**config.mk**
```make
export PLATFORM = sky130hd
export DESIGN_NAME = mux7_frame_rx
export DESIGN_NICKNAME = d
export VERILOG_FILES = /design/src/rtl/mux7_frame_rx.sv
export SDC_FILE = /design/constraint.sdc
export NUM_CORES = 1
export LEC_CHECK = 0
export BUFFER_PORTS_ARGS = -buffer_cell sky130_fd_sc_hd__buf_2
export CELL_PAD_IN_SITES_DETAIL_PLACEMENT = 1
export CELL_PAD_IN_SITES_GLOBAL_PLACEMENT = 1
export CORE_AREA = 2 2 53 74
export CTS_CLUSTER_DIAMETER = 200
export DETAILED_ROUTE_END_ITERATION = 10
export DIE_AREA = 0 0 55 76
export PLACE_DENSITY = 0.62
export SLEW_MARGIN = 20
export SYNTH_ARGS = -nofsm -noshare
export SYNTH_HDL_FRONTEND = slang
export SYNTH_SLANG_ARGS = --single-unit
export TNS_END_PERCENT = 1
```
**constraint.sdc**
```tcl
create_clock -name clk -period 3.8 [get_ports clk]
set_input_delay 0.38 -clock clk [delete_from_list [all_inputs] [get_ports clk]]
set_output_delay 0.38 -clock clk [all_outputs]
set_load 0.02 [all_outputs]
```
**src/rtl/mux7_frame_rx.sv**
```systemverilog
// Receiver for the 7-slot mux7sel frame: idle=1, start=0, 5 payload slots LSB-first, stop=1.
// Latency: rx_valid/frame_err pulse 1 cycle after the stop-slot mid sample (+2 with MUX7_RX_SYNC_EN).
// Backpressure: none; a stop slot sampled low parks in RECOVER until the line returns high.
module mux7_frame_rx #(
    parameter int CLKS_PER_BIT = 4
) (
    input  logic clk,
    input  logic reset,
    input  logic serin,
    output logic thrsh,
    output logic regh_b0,
    output logic regl_b0,
    output logic regh_b2,
    output logic regl_b2,
    output logic rx_valid,
    output logic frame_err,
    output logic busy
);

    localparam int HALF = CLKS_PER_BIT / 2;
    localparam int CW   = $clog2(CLKS_PER_BIT);
    localparam logic [CW-1:0] SLOT_LAST = CW'(CLKS_PER_BIT - 1);
    localparam logic [CW-1:0] HALF_LAST = CW'(HALF - 1);

    typedef enum logic [2:0] {
        IDLE,
        START,
        DATA,
        STOP,
        RECOVER
    } state_t;

    state_t          state_q, state_d;
    logic [CW-1:0]   cnt_q, cnt_d;
    logic [2:0]      bit_q, bit_d;
    logic [4:0]      shift_q, shift_d;
    logic [4:0]      pay_q, pay_d;
    logic            rx_valid_q, rx_valid_d;
    logic            frame_err_q, frame_err_d;
    logic            line;

`ifdef MUX7_RX_SYNC_EN
    logic [1:0] sync_q;

    // Resets to the idle level so a reset never looks like a start bit.
    always_ff @(posedge clk or posedge reset) begin
        if (reset) begin
            sync_q <= 2'b11;
        end else begin
            sync_q <= {sync_q[0], serin};
        end
    end

    assign line = sync_q[1];
`else
    assign line = serin;
`endif

    always_ff @(posedge clk or posedge reset) begin
        if (reset) begin
            state_q     <= IDLE;
            cnt_q       <= '0;
            bit_q       <= '0;
            shift_q     <= '0;
            pay_q       <= '0;
            rx_valid_q  <= 1'b0;
            frame_err_q <= 1'b0;
        end else begin
            state_q     <= state_d;
            cnt_q       <= cnt_d;
            bit_q       <= bit_d;
            shift_q     <= shift_d;
            pay_q       <= pay_d;
            rx_valid_q  <= rx_valid_d;
            frame_err_q <= frame_err_d;
        end
    end

    always_comb begin
        state_d     = state_q;
        cnt_d       = cnt_q;
        bit_d       = bit_q;
        shift_d     = shift_q;
        pay_d       = pay_q;
        rx_valid_d  = 1'b0;
        frame_err_d = 1'b0;

        case (state_q)
            IDLE: begin
                if (!line) begin
                    state_d = START;
                    cnt_d   = '0;
                    bit_d   = '0;
                end
            end
            START: begin
                // A start bit still high at mid-slot was a glitch.
                if (cnt_q == HALF_LAST) begin
                    cnt_d   = '0;
                    state_d = line ? IDLE : DATA;
                end else begin
                    cnt_d = cnt_q + 1'b1;
                end
            end
            DATA: begin
                if (cnt_q == SLOT_LAST) begin
                    cnt_d   = '0;
                    shift_d = {line, shift_q[4:1]};
                    if (bit_q == 3'd4) begin
                        state_d = STOP;
                    end else begin
                        bit_d = bit_q + 1'b1;
                    end
                end else begin
                    cnt_d = cnt_q + 1'b1;
                end
            end
            STOP: begin
                if (cnt_q == SLOT_LAST) begin
                    cnt_d = '0;
                    if (line) begin
                        pay_d      = shift_q;
                        rx_valid_d = 1'b1;
                        state_d    = IDLE;
                    end else begin
                        frame_err_d = 1'b1;
                        state_d     = RECOVER;
                    end
                end else begin
                    cnt_d = cnt_q + 1'b1;
                end
            end
            RECOVER: begin
                if (line) begin
                    state_d = IDLE;
                end
            end
            default: begin
                state_d = IDLE;
            end
        endcase
    end

    assign thrsh     = pay_q[0];
    assign regh_b0   = pay_q[1];
    assign regl_b0   = pay_q[2];
    assign regh_b2   = pay_q[3];
    assign regl_b2   = pay_q[4];
    assign rx_valid  = rx_valid_q;
    assign frame_err = frame_err_q;
    assign busy      = (state_q != IDLE);

endmodule

```
After elaboration in Yosys (flattened, before gate mapping):

Index checks and enable logic that the tools add are counted.

* equal/unequal tests: 14
* muxes and demuxes: 23
* add/sub/neg operators: 2
* reductions and logical operators: 10

Operators with widths (count)
* two-way mux 3 bit: 10
* case mux 3 bit (5 select lines): 1
* inequality test 2 bit (second input constant): 7
* two-way mux 2 bit: 4
* equality test 3 x 2 -> 1 bit (second input constant): 2
* equality test 3 bit (second input constant): 2
* two-way mux 1 bit: 6
* case mux 2 bit (3 select lines): 1
* case mux 3 bit (2 select lines): 1
* AND reduction 6 bit: 1
* nonzero test 3 bit: 2
* AND reduction 2 bit: 2
* AND reduction 4 bit: 1
* adder 3 x 1 -> 3 bit (second input constant): 1
* equality test 3 x 1 -> 1 bit (second input constant): 1
* zero test 3 bit: 1
* AND reduction 3 bit: 1
* adder 2 x 1 -> 2 bit (second input constant): 1
* equality test 2 x 1 -> 1 bit (second input constant): 1
* equality test 2 bit (second input constant): 1
* nonzero test 2 bit: 1
* OR reduction 2 bit: 1

* register bits: 20
* output and inout port bits: 8
* logic and storage cells: 56
* input port bits: 3

Depth between registers and ports, before layout:

Gate-level depths: netlist of the first run.

* depth in word-level cells: 4
* mapped depth: 6
* mapped depth without buffers: 6

Worst setup path after synthesis of the first run:

Ideal clock, no wire load.

* path type: flip-flop to flip-flop
* start: register cnt_q[0]
* end: register state_q[1]
* slack: 2.078 ns
* required time: 3.672 ns
* path buffers: 0
* period minus slack after synthesis: 1.722 ns
* library setup time: 0.128 ns
* stages on the path, launching flop included: 6
* arrival time: 1.595 ns
* path through: dfrtp_1 -> ha_1 -> and2_1 -> or4_1 -> o211ai_2 -> mux2_1

* word-level cells in the longest chain between the ends: 3

RTL lines
* start, declared: RTL line 34 `logic [CW-1:0] cnt_q, cnt_d;`
* start signal, assigned: RTL line 70 `cnt_q <= cnt_d;`
* equality test 2 bit or equality test 2 x 1 -> 1 bit (tied branches): RTL line 106, 119, 98
* inequality test 2 bit (no source line)
* AND reduction 6 bit (no source line) (*)
* end signal, assigned: RTL line 69 `state_q <= state_d;`
* end, declared: RTL line 33 `state_t state_q, state_d;`

Mark *: on every way between the ends. The rest lies on a longest branch, timed or not.
A chain may end at the register's enable or synchronous reset.

Final worst setup path of the first run:

* start: register state_q[1]
* end: register state_q[1]

* word-level cells in the longest chain between the ends: 3

RTL lines
* equality test 3 x 2 -> 1 bit (tied with other cells): RTL line 88 `case (state_q)`
* inequality test 2 bit (no source line)
* AND reduction 6 bit (no source line)

Several ways; a longest one is shown, not always the timed one.

==> results.sh, run 1 <==
export IMPL_fp_dieW_um=55
export IMPL_drive_above_1_share_pct=27.5
export IMPL_crit_type="flop to flop"
export IMPL_finalClockSkew_ps=1.51
export IMPL_numPortBuffers=10
export IMPL_ir_drop_uv=344
export IMPL_ys_ff_latch=20
export IMPL_grt_overflow=0
export IMPL_synth_edf_count=0
export IMPL_end_kind="flop"
export IMPL_fin_area_mm2=0.00117
export IMPL_multi_input_area_um2=468
export IMPL_cp_buffers_inverters=0
export IMPL_drv_cap=0
export IMPL_postPlaceCellArea_mm2=0.00110
export IMPL_grt_pass1_vias=771
export IMPL_netlist_instances=91
export IMPL_gr_usage_all_layers_pct=11.8
export IMPL_finalSetupViolCount=0
export IMPL_fin_crit_sh_pct=48.8
export IMPL_p_clk_share_pct=27.9
export IMPL_cts_resized=0
export IMPL_tns_ps=0
export IMPL_async_reset_ff_share_pct=100
export IMPL_status="finished clean"
export IMPL_final_cells=144
export IMPL_place_ws_ps=1980
export IMPL_start_util_pct=28.2
export IMPL_wirelength_um=2080
export IMPL_synth_commonest_cells="dfrtp_1 (20), mux2_2 (11), inv_1 (7), nor2_1 (7), ha_1 (6)"
export IMPL_globalplace_congestion=0.763
export IMPL_switching_power_w=0.000270
export IMPL_fill_cells=424
export IMPL_yosys_warnings=0
export IMPL_cts_max_level=1
export IMPL_p_int_w=0.000506
export IMPL_final_core_util_pct=32.7
export IMPL_yosysMostFrequentCell="dfrtp_1"
export IMPL_path_delay_family="simple AND/OR/NAND/NOR gates"
export IMPL_cts_tree="yes"
export IMPL_tightest_slew_ps=811
export IMPL_hold_buffers=0
export IMPL_wl_per_cell_um=14.5
export IMPL_synthTopCellsByArea="dfrtp_1 (50%), mux2_2 (12%), ha_1 (7.4%), inv_1 (2.6%), nor2_1 (2.6%)"
export IMPL_power_leakage_nw=0.581
export IMPL_cts_buffers=3
export IMPL_synth_nets=100
export IMPL_clock_sinks=20
export IMPL_dp_cells=140
export IMPL_worst_ep_arrival_time_ps=2000
export IMPL_rows=26
export IMPL_vias=721
export IMPL_cts_clk_slew_worst_paths_ps=80
export IMPL_antenna_found_initial=0
export IMPL_layout_nets=112
export IMPL_synth_cell_types=30
export IMPL_period_minus_slack_ps=1850
export IMPL_clockBufferDepth=2
export IMPL_dp_hpwl_um=1460
export IMPL_slew_headroom_pct=45.9
export IMPL_pwr_share_comb_pct=30.5
export IMPL_swShare_pct=34.8
export IMPL_pwr_density_cell_mw_per_mm2=664
export IMPL_required_ps=3950
export IMPL_core_mm2=0.00358
export IMPL_max_stage_delay_ps=650
export IMPL_rsz0062_at_grt="no"
export IMPL_die_h_um=76
export IMPL_finalHoldViolations=0
export IMPL_drt_iter0_drc=15
export IMPL_ys_seq_area_share_pct=49.6
export IMPL_area_delta_synth_final_pct=15.9
export IMPL_viasPerCell=5.01
export IMPL_synth_main_ff_cell="dfrtp_1"
export IMPL_ant_nets=0
export IMPL_grt_start_max_net_pins=21
export IMPL_worstHoldPathType="input pin to asynchronous set/reset pin"
export IMPL_first_pass_iters=4
export IMPL_post_cts_buffers=0
export IMPL_synth_top_area_share_pct=49.6
export IMPL_fmax_ghz=0.539
export IMPL_p_seq_share_pct=41.6
export IMPL_syn_cell_area_mm2=0.00101
export IMPL_ios=11
export IMPL_yosys_area_top_type="dfrtp_1"
export IMPL_critPathSlowestCell="dfrtp_1"
export IMPL_start_kind="flop"
export IMPL_grt_pass1_wl_um=3650
export IMPL_dieArea_mm2=0.00418
export IMPL_avgSynthCellArea_um2=11.1
export IMPL_drc=0
export IMPL_layout_setup_ws_ps=1950
export IMPL_clk_latency_ps=260
export IMPL_seq_area_um2=500
export IMPL_drv_slew=0
export IMPL_cp_cell_sequence="nor2_2, or4_1, o211ai_2, mux2_1"
export IMPL_cts_root_buf="clkbuf_8"
export IMPL_diodes=0
export IMPL_crit_fanout=16
-- layout make-up --
class,count,area share [%]
Clock buffer,3,3.53
Clock inverter,1,2.57
Inverter,7,2.25
Multi-Input combinational cell,61,40.0
Sequential cell,20,42.8
Tap cell,42,4.50
Timing Repair Buffer,10,4.28
-- worst register-to-register path, cell delays in order, from the launching register on --
cell and delay, ps:
dfrtp_1 650, nor2_2 150, or4_1 510, o211ai_2 100
mux2_1 330
-- placed cells by master, fill, tap and decap left out, types with 2 or more instances in the layout --
| cell type | n |
|---|---|
| a21oi_1 | 3 |
| a22o_1 | 2 |
| buf_2 | 10 |
| clkbuf_8 | 3 |
| dfrtp_1 | 20 |
| ha_1 | 6 |
| inv_1 | 7 |
| mux2_2 | 11 |
| nand2_1 | 5 |
| nand3_1 | 2 |
| nor2_1 | 7 |
| nor2b_1 | 2 |
| o21ai_0 | 5 |
| o22ai_1 | 2 |
-- sequential cells by signal, indices dropped and copies added, names as in the netlist --
| register | cells |
|---|---|
| rx_valid | 1 |
| cnt_q | 2 |
| state_q | 3 |
| shift_q | 5 |
| bit_q | 3 |
| pay_q | 5 |
| frame_err | 1 |
-- logic make-up after synthesis --
group / synth area share [%]
simple gates: 13.2
flops: 49.6
compound gates: 11.4
mux: 14.4
buf+inv: 3.97
fa+ha+maj: 7.44
-- power by group through the flow --
stage          Sequential, W  Combinational (W)  Clock [W]
3_3_place_gp        0.000323           0.000230          0
5_1_grt             0.000333           0.000267   0.000230
6_report            0.000323           0.000237   0.000216
4_1_cts             0.000324           0.000241   0.000224
2_1_floorplan       0.000292           0.000210          0
3_5_place_dp        0.000328           0.000235          0
-- final timing paths --
| kind | cells after the start | startpoint | slack (ps) | endpoint |
|---|---|---|---|---|
| min in group clk | 2 | serin | 360 | state_q[2] |
| worst max-delay path | 4 | state_q[1] | 1950 | state_q[1] |
| max in group asynchronous | 2 | reset | 3040 | shift_q[0] |
| worst min register to register | 1 | pay_q[2] | 510 | pay_q[2] |
| worst max register to register | 4 | state_q[1] | 1950 | state_q[1] |
| worst min-delay path | 2 | reset | 260 | rx_valid |
-- through the flow --
step	total power, W	hold WS [ps]
6_report	0.000776	262
5_1_grt	0.000830	336
4_1_cts	0.000789	284
3_5_place_dp	0.000563	496
3_3_place_gp	0.000553	486
2_1_floorplan	0.000502	344
-- per-layer routing --
layer  share of wire (%)  track usage (%)
met2                  53             20.1
met3                 2.4             2.16
met4                 2.1             5.12
met1                  43             13.6
met5                   0                0
Power figures use the tool's default switching activity.
==> run 2: changes to the inputs <==
Settings changed: ABC_AREA from default to 1, CORE_AREA 2 2 53 74 to 2 2 54 76, DIE_AREA 0 0 55 76 to 0 0 56 78, PLACE_DENSITY 0.62 to 0.65.
Clock period 3.8 ns to 1.9 ns, I/O delays scaled along.
==> run 2 against run 1 <==
Effect of this change:
- design area grew 4.0%
- count of clock-buffer cells in the layout grew 1
- maximum frequency increased by 36%
- die area grew 4.5%
- clock power up 44%
- via count rose by 18%
- power is 95% higher
- combinational power rose to 2.6 times the previous value
- global-route usage shrank 0.73 points
- critical path depth increased by 2
==> results.sh, run 2 <==
export IMPL_status="finished clean"
export IMPL_async_reset_ff_share_pct=100
export IMPL_start_kind="flop"
export IMPL_drc=0
export IMPL_grt_start_max_net_pins=21
export IMPL_path_delay_family="simple AND/OR/NAND/NOR gates"
export IMPL_max_stage_delay_ps=450
export IMPL_crit_fanout=7
export IMPL_vias=853
export IMPL_rsz0062_at_grt="no"
export IMPL_p_seq_share_pct=38.7
export IMPL_drv_slew=0
export IMPL_rr_worst_depth=6
export IMPL_cts_buffers=3
export IMPL_grt_pass1_vias=904
export IMPL_reg_largest_list="pay_q x5, shift_q x5"
export IMPL_clock_sinks=20
export IMPL_required_ps=2040
export IMPL_synthTopCellsByArea="dfrtp_1 (47%), nand2_1 (11%), ha_1 (7.1%), o21ai_1 (6.1%), inv_1 (6.0%)"
export IMPL_finalHoldViolations=0
export IMPL_drv_cap=0
export IMPL_ios=11
export IMPL_cp_cell_sequence="nor2_4, nand2_2, o21ai_4, inv_2, nand3_1, nand2_1"
export IMPL_pwr_share_comb_pct=40.7
export IMPL_cts_max_level=1
export IMPL_cts_clk_slew_worst_paths_ps=70
export IMPL_dp_cells=180
export IMPL_tightest_slew_ps=737
export IMPL_area_delta_synth_final_pct=14.4
export IMPL_wl_per_cell_um=11.6
export IMPL_ir_drop_uv=500
export IMPL_swShare_pct=41.0
export IMPL_end_kind="flop"
export IMPL_switching_power_w=0.000620
export IMPL_tns_ps=0
export IMPL_crit_type="flop to flop"
export IMPL_p_clk_share_pct=20.6
export IMPL_hold_buffers=0
export IMPL_dieArea_mm2=0.00437
export IMPL_cp_buffers_inverters=1
export IMPL_grt_overflow=0
export IMPL_synth_commonest_cells="nand2_1 (31), dfrtp_1 (20), inv_1 (17)"
export IMPL_clockBufferDepth=2
export IMPL_rows=26
export IMPL_period_minus_slack_ps=1370
export IMPL_regToRegSetupSlack_ps=530
export IMPL_syn_cell_area_mm2=0.00106
export IMPL_finalClockSkew_ps=1.22
export IMPL_post_cts_buffers=0
export IMPL_first_pass_iters=6
export IMPL_pwr_density_cell_mw_per_mm2=1250
export IMPL_die_h_um=78
export IMPL_synth_edf_count=0
export IMPL_cts_resized=0
export IMPL_clk_latency_ps=250
export IMPL_drive_above_1_share_pct=19.0
export IMPL_synth_cell_types=20
export IMPL_ant_nets=0
export IMPL_layout_common_cells="nand2_1 (31), dfrtp_1 (20), inv_1 (17), o21ai_1 (13), nor2_1 (11)"
export IMPL_yosys_warnings=0
export IMPL_finalSetupViolCount=0
export IMPL_wirelength_um=2140
export IMPL_synth_main_ff_cell="dfrtp_1"
export IMPL_avgSynthCellArea_um2=8.23
export IMPL_synth_top_area_share_pct=47.1
export IMPL_p_int_w=0.000893
export IMPL_fin_crit_sh_pct=72.0
export IMPL_globalplace_congestion=0.801
export IMPL_worstHoldPathType="input pin to asynchronous set/reset pin"
export IMPL_layout_commonest_cell="nand2_1"
export IMPL_antenna_found_initial=0
export IMPL_viasPerCell=4.64
export IMPL_cts_root_buf="clkbuf_8"
export IMPL_worst_ep_arrival_time_ps=1510
export IMPL_diodes=0
export IMPL_final_cells=184
export IMPL_r2r_end="state_q[1]"
export IMPL_synth_nets=138
export IMPL_drt_iter0_drc=24
export IMPL_ys_seq_area_share_pct=47.1
export IMPL_grt_pass1_wl_um=3940
export IMPL_fp_dieW_um=56
export IMPL_layout_nets=152
export IMPL_yosysMostFrequentCell="nand2_1"
export IMPL_final_core_util_pct=33.3
export IMPL_start_util_pct=29.2
export IMPL_holdWs_ps=57.1
export IMPL_netlist_instances=129
export IMPL_ys_ff_latch=20
export IMPL_core_mm2=0.00364
export IMPL_yosys_area_top_type="dfrtp_1"
export IMPL_critPathSlowestCell="dfrtp_1"
export IMPL_timing_rr_start="state_q[2]"
export IMPL_gr_usage_all_layers_pct=11.1
export IMPL_numPortBuffers=10
export IMPL_cts_tree="yes"
export IMPL_slew_headroom_pct=50.8
export IMPL_power_leakage_nw=0.637
export IMPL_dp_hpwl_um=1730
export IMPL_fmax_ghz=0.731
## run 2: changes by cell type in the layout (fill, tap and decap cells not counted), moves of 3 or more
cell     delta
o21ai_1    +13
nand3_1     +8
nand2_1    +26
o21ai_0     -3
mux2_2     -11
inv_1      +10
nor2_1      +4
inv_2       +4
## run 2: layer usage
layer	up-vias	part of all wire, %	GRT usage (%)
met5	-	0	0
met4	0	0.65	4.05
met3	2	2.8	2.17
met2	11	53	19.9
met1	412	43	12.8
li1	428	-	-
## run 2: worst max path at each step
stage | from | end | slack, ps | cells after the start
final | state_q[2] | state_q[1] | 530 | 6
after CTS | state_q[2] | state_q[1] | 510 | 6
after global routing | state_q[2] | state_q[1] | 430 | 6
after floorplan | state_q[2] | state_q[1] | 720 | 6
after detailed placement | state_q[2] | state_q[1] | 520 | 6
after global placement | state_q[2] | state_q[2] | 550 | 6
## run 2: area by class of cell
| cell class | instances | area, um2 |
|---|---|---|
| inverters | 21 | 78.8 |
| repair buffers | 10 | 50.0 |
| clock buffers | 4 | 55.1 |
| fillers | 468 | 2430 |
| flip-flops and latches | 20 | 500 |
| well taps | 42 | 52.6 |
| multi-input cells | 87 | 478 |
## run 2: kinds of logic after synthesis
group                      share of synthesized area (%)
DFF                                                 47.1
buffers and inverters                               7.89
AOI/OAI and AO/OA                                   10.2
adders and majority gates                           7.07
and+or+nand+nor                                     26.9
xor gates and xnor gates                           0.825
## run 2: through the flow
stage	worst slack, ps	total power (W)	instance area (um2)
CTS	511	0.00154	1210
floorplan	717	0.00107	1060
detailed placement	521	0.00122	1160
global placement	545	0.00120	1160
finish	532	0.00151	1210
global route	425	0.00167	1210
## run 2: power by group through the flow
stage	clock (W)	combinational, W	sequential, W
final	0.000312	0.000615	0.000586
after global routing	0.000350	0.000715	0.000602
after CTS	0.000326	0.000630	0.000588
after detailed placement	0	0.000626	0.000596
after global placement	0	0.000606	0.000592
after floorplan	0	0.000480	0.000586
==> run 3: changes to the inputs <==
Clock period 1.9 ns to 1.3 ns, I/O delays scaled along.
==> run 3 against run 2 <==
Effect of this change:
- via count grew 7.5%
- worst hold slack better by 150 ps
- largest power group unchanged
- highest routed layer unchanged
- die area stayed put
- design area is 9.5% higher
- sequential share of layout area fell by 3.3 points
- clock power up 51%
- power rose by 67%
- non-clock buffer count increased by 10
- flip-flop and latch count did not move
==> results.sh, run 3 (synthesis results as in run 2) <==
export IMPL_status="finished clean"
export IMPL_finalClockSkew_ps=1.05
export IMPL_wl_per_cell_um=13.4
export IMPL_worst_ep_arrival_time_ps=1170
export IMPL_cts_max_level=1
export IMPL_clockBufferDepth=2
export IMPL_ir_drop_uv=787
export IMPL_ios=11
export IMPL_cts_root_buf="clkbuf_8"
export IMPL_antenna_found_initial=0
export IMPL_fill_cells=463
export IMPL_cts_clk_slew_worst_paths_ps=70
export IMPL_start_kind="flop"
export IMPL_globalplace_congestion=0.766
export IMPL_dieArea_mm2=0.00437
export IMPL_end_kind="output port"
export IMPL_grt_pass1_wl_um=4500
export IMPL_drv_slew=0
export IMPL_diodes=0
export IMPL_core_mm2=0.00364
export IMPL_dp_hpwl_um=2010
export IMPL_grt_overflow=0
export IMPL_vias=917
export IMPL_fmax_ghz=0.770
export IMPL_slew_headroom_pct=81.9
export IMPL_fin_crit_sh_pct=99.9
export IMPL_worstHoldPathType="input pin to flop"
export IMPL_area_delta_synth_final_pct=25.2
export IMPL_viasPerCell=4.73
export IMPL_start_util_pct=29.2
export IMPL_grt_pass1_vias=995
export IMPL_rsz0062_at_grt="yes"
export IMPL_cts_buffers=3
export IMPL_pwr_density_cell_mw_per_mm2=1900
export IMPL_drt_iter0_drc=23
export IMPL_power_leakage_nw=0.684
export IMPL_finalSetupViolCount=0
export IMPL_drc=0
export IMPL_clock_sinks=20
export IMPL_cts_tree="yes"
export IMPL_fp_dieW_um=56
export IMPL_drive_above_1_share_pct=27.6
export IMPL_first_pass_iters=4
export IMPL_layout_nets=162
export IMPL_dp_cells=185
export IMPL_period_minus_slack_ps=1300
export IMPL_crit_type="flop to output port"
export IMPL_layout_commonest_cell="nand2_1"
export IMPL_tightest_slew_ps=271
export IMPL_tns_ps=0
export IMPL_clk_latency_ps=250
export IMPL_gr_usage_all_layers_pct=13.1
export IMPL_ant_nets=0
export IMPL_numPortBuffers=10
export IMPL_wirelength_um=2600
export IMPL_final_cells=194
export IMPL_required_ps=1170
export IMPL_rows=26
export IMPL_crit_fanout=4
export IMPL_die_h_um=78
export IMPL_reg_largest_list="pay_q x5, shift_q x5"
export IMPL_drv_cap=0
export IMPL_layout_common_cells="nand2_1 (31), inv_1 (17), dfrtp_1 (17), o21ai_1 (12)"
export IMPL_grt_start_max_net_pins=21
export IMPL_finalHoldViolations=0
[run 3: final timing paths]
kind,startpoint,to,slack [ps],depth (start not counted)
worst min-delay path,serin,frame_err,210,2
worst max register to register,state_q[2],state_q[0],30,7
worst max-delay path,state_q[0],busy,0.7,4
min in group asynchronous,reset,rx_valid,440,4
max in group asynchronous,reset,state_q[0],630,4
worst min register to register,shift_q[0],pay_q[0],470,2
[run 3: area by class of cell]
class | instances | area, um2 | area share, %
clock buffer | 4 | 55.1 | 4.14
inverter | 21 | 78.8 | 5.93
multi-input combinational | 87 | 502 | 37.7
sequential | 20 | 504 | 37.9
tap | 42 | 52.6 | 3.95
timing repair buffer | 20 | 138 | 10.3
[run 3: metal layers]
layer / track usage [%] / vias to the layer above / share of wire [%]
met5: 0 / - / 0
met4: 5.00 / 0 / 1.4
met3: 2.33 / 4 / 2.9
met2: 24.2 / 13 / 56
met1: 14.6 / 453 / 40
li1: - / 447 / -
[run 3: metrics by stage]
step	instance area [um2]	power [W]	setup WS (ps)	hold WS, ps	utilization [%]
floorplan	1060	0.00156	117	93.8	-
global route	1330	0.00274	-85.9	224	36.5
global placement	1200	0.00183	31.2	169	32.9
detailed placement	1200	0.00188	1.65	179	32.9
finish	1330	0.00252	0.662	206	36.5
CTS	1310	0.00252	-5.37	156	36.0
[run 3: worst max-delay path, cell delays in order, from the launching register on]
cell	delay (ps)
dfrtp_2	430
nor2_4	160
buf_6	130
nand2_1	60
buf_6	130
[run 3: power by group]
group	internal (W)	switching (W)	total [W]
combinational	0.000478	0.000725	0.00120
sequential	0.000740	0.000107	0.000847
clock	0.000269	0.000203	0.000472
total	0.00149	0.00103	0.00252
[run 3: timing repair]
action / in CTS / in global routing
endpoints found under the hold margin: 20 / 0
setup buffers: 4 / 0
hold buffers: 1 / 0
endpoints found under the setup margin: 4 / 14
resized for setup: 7 / 4
pin swaps: 1 / 2
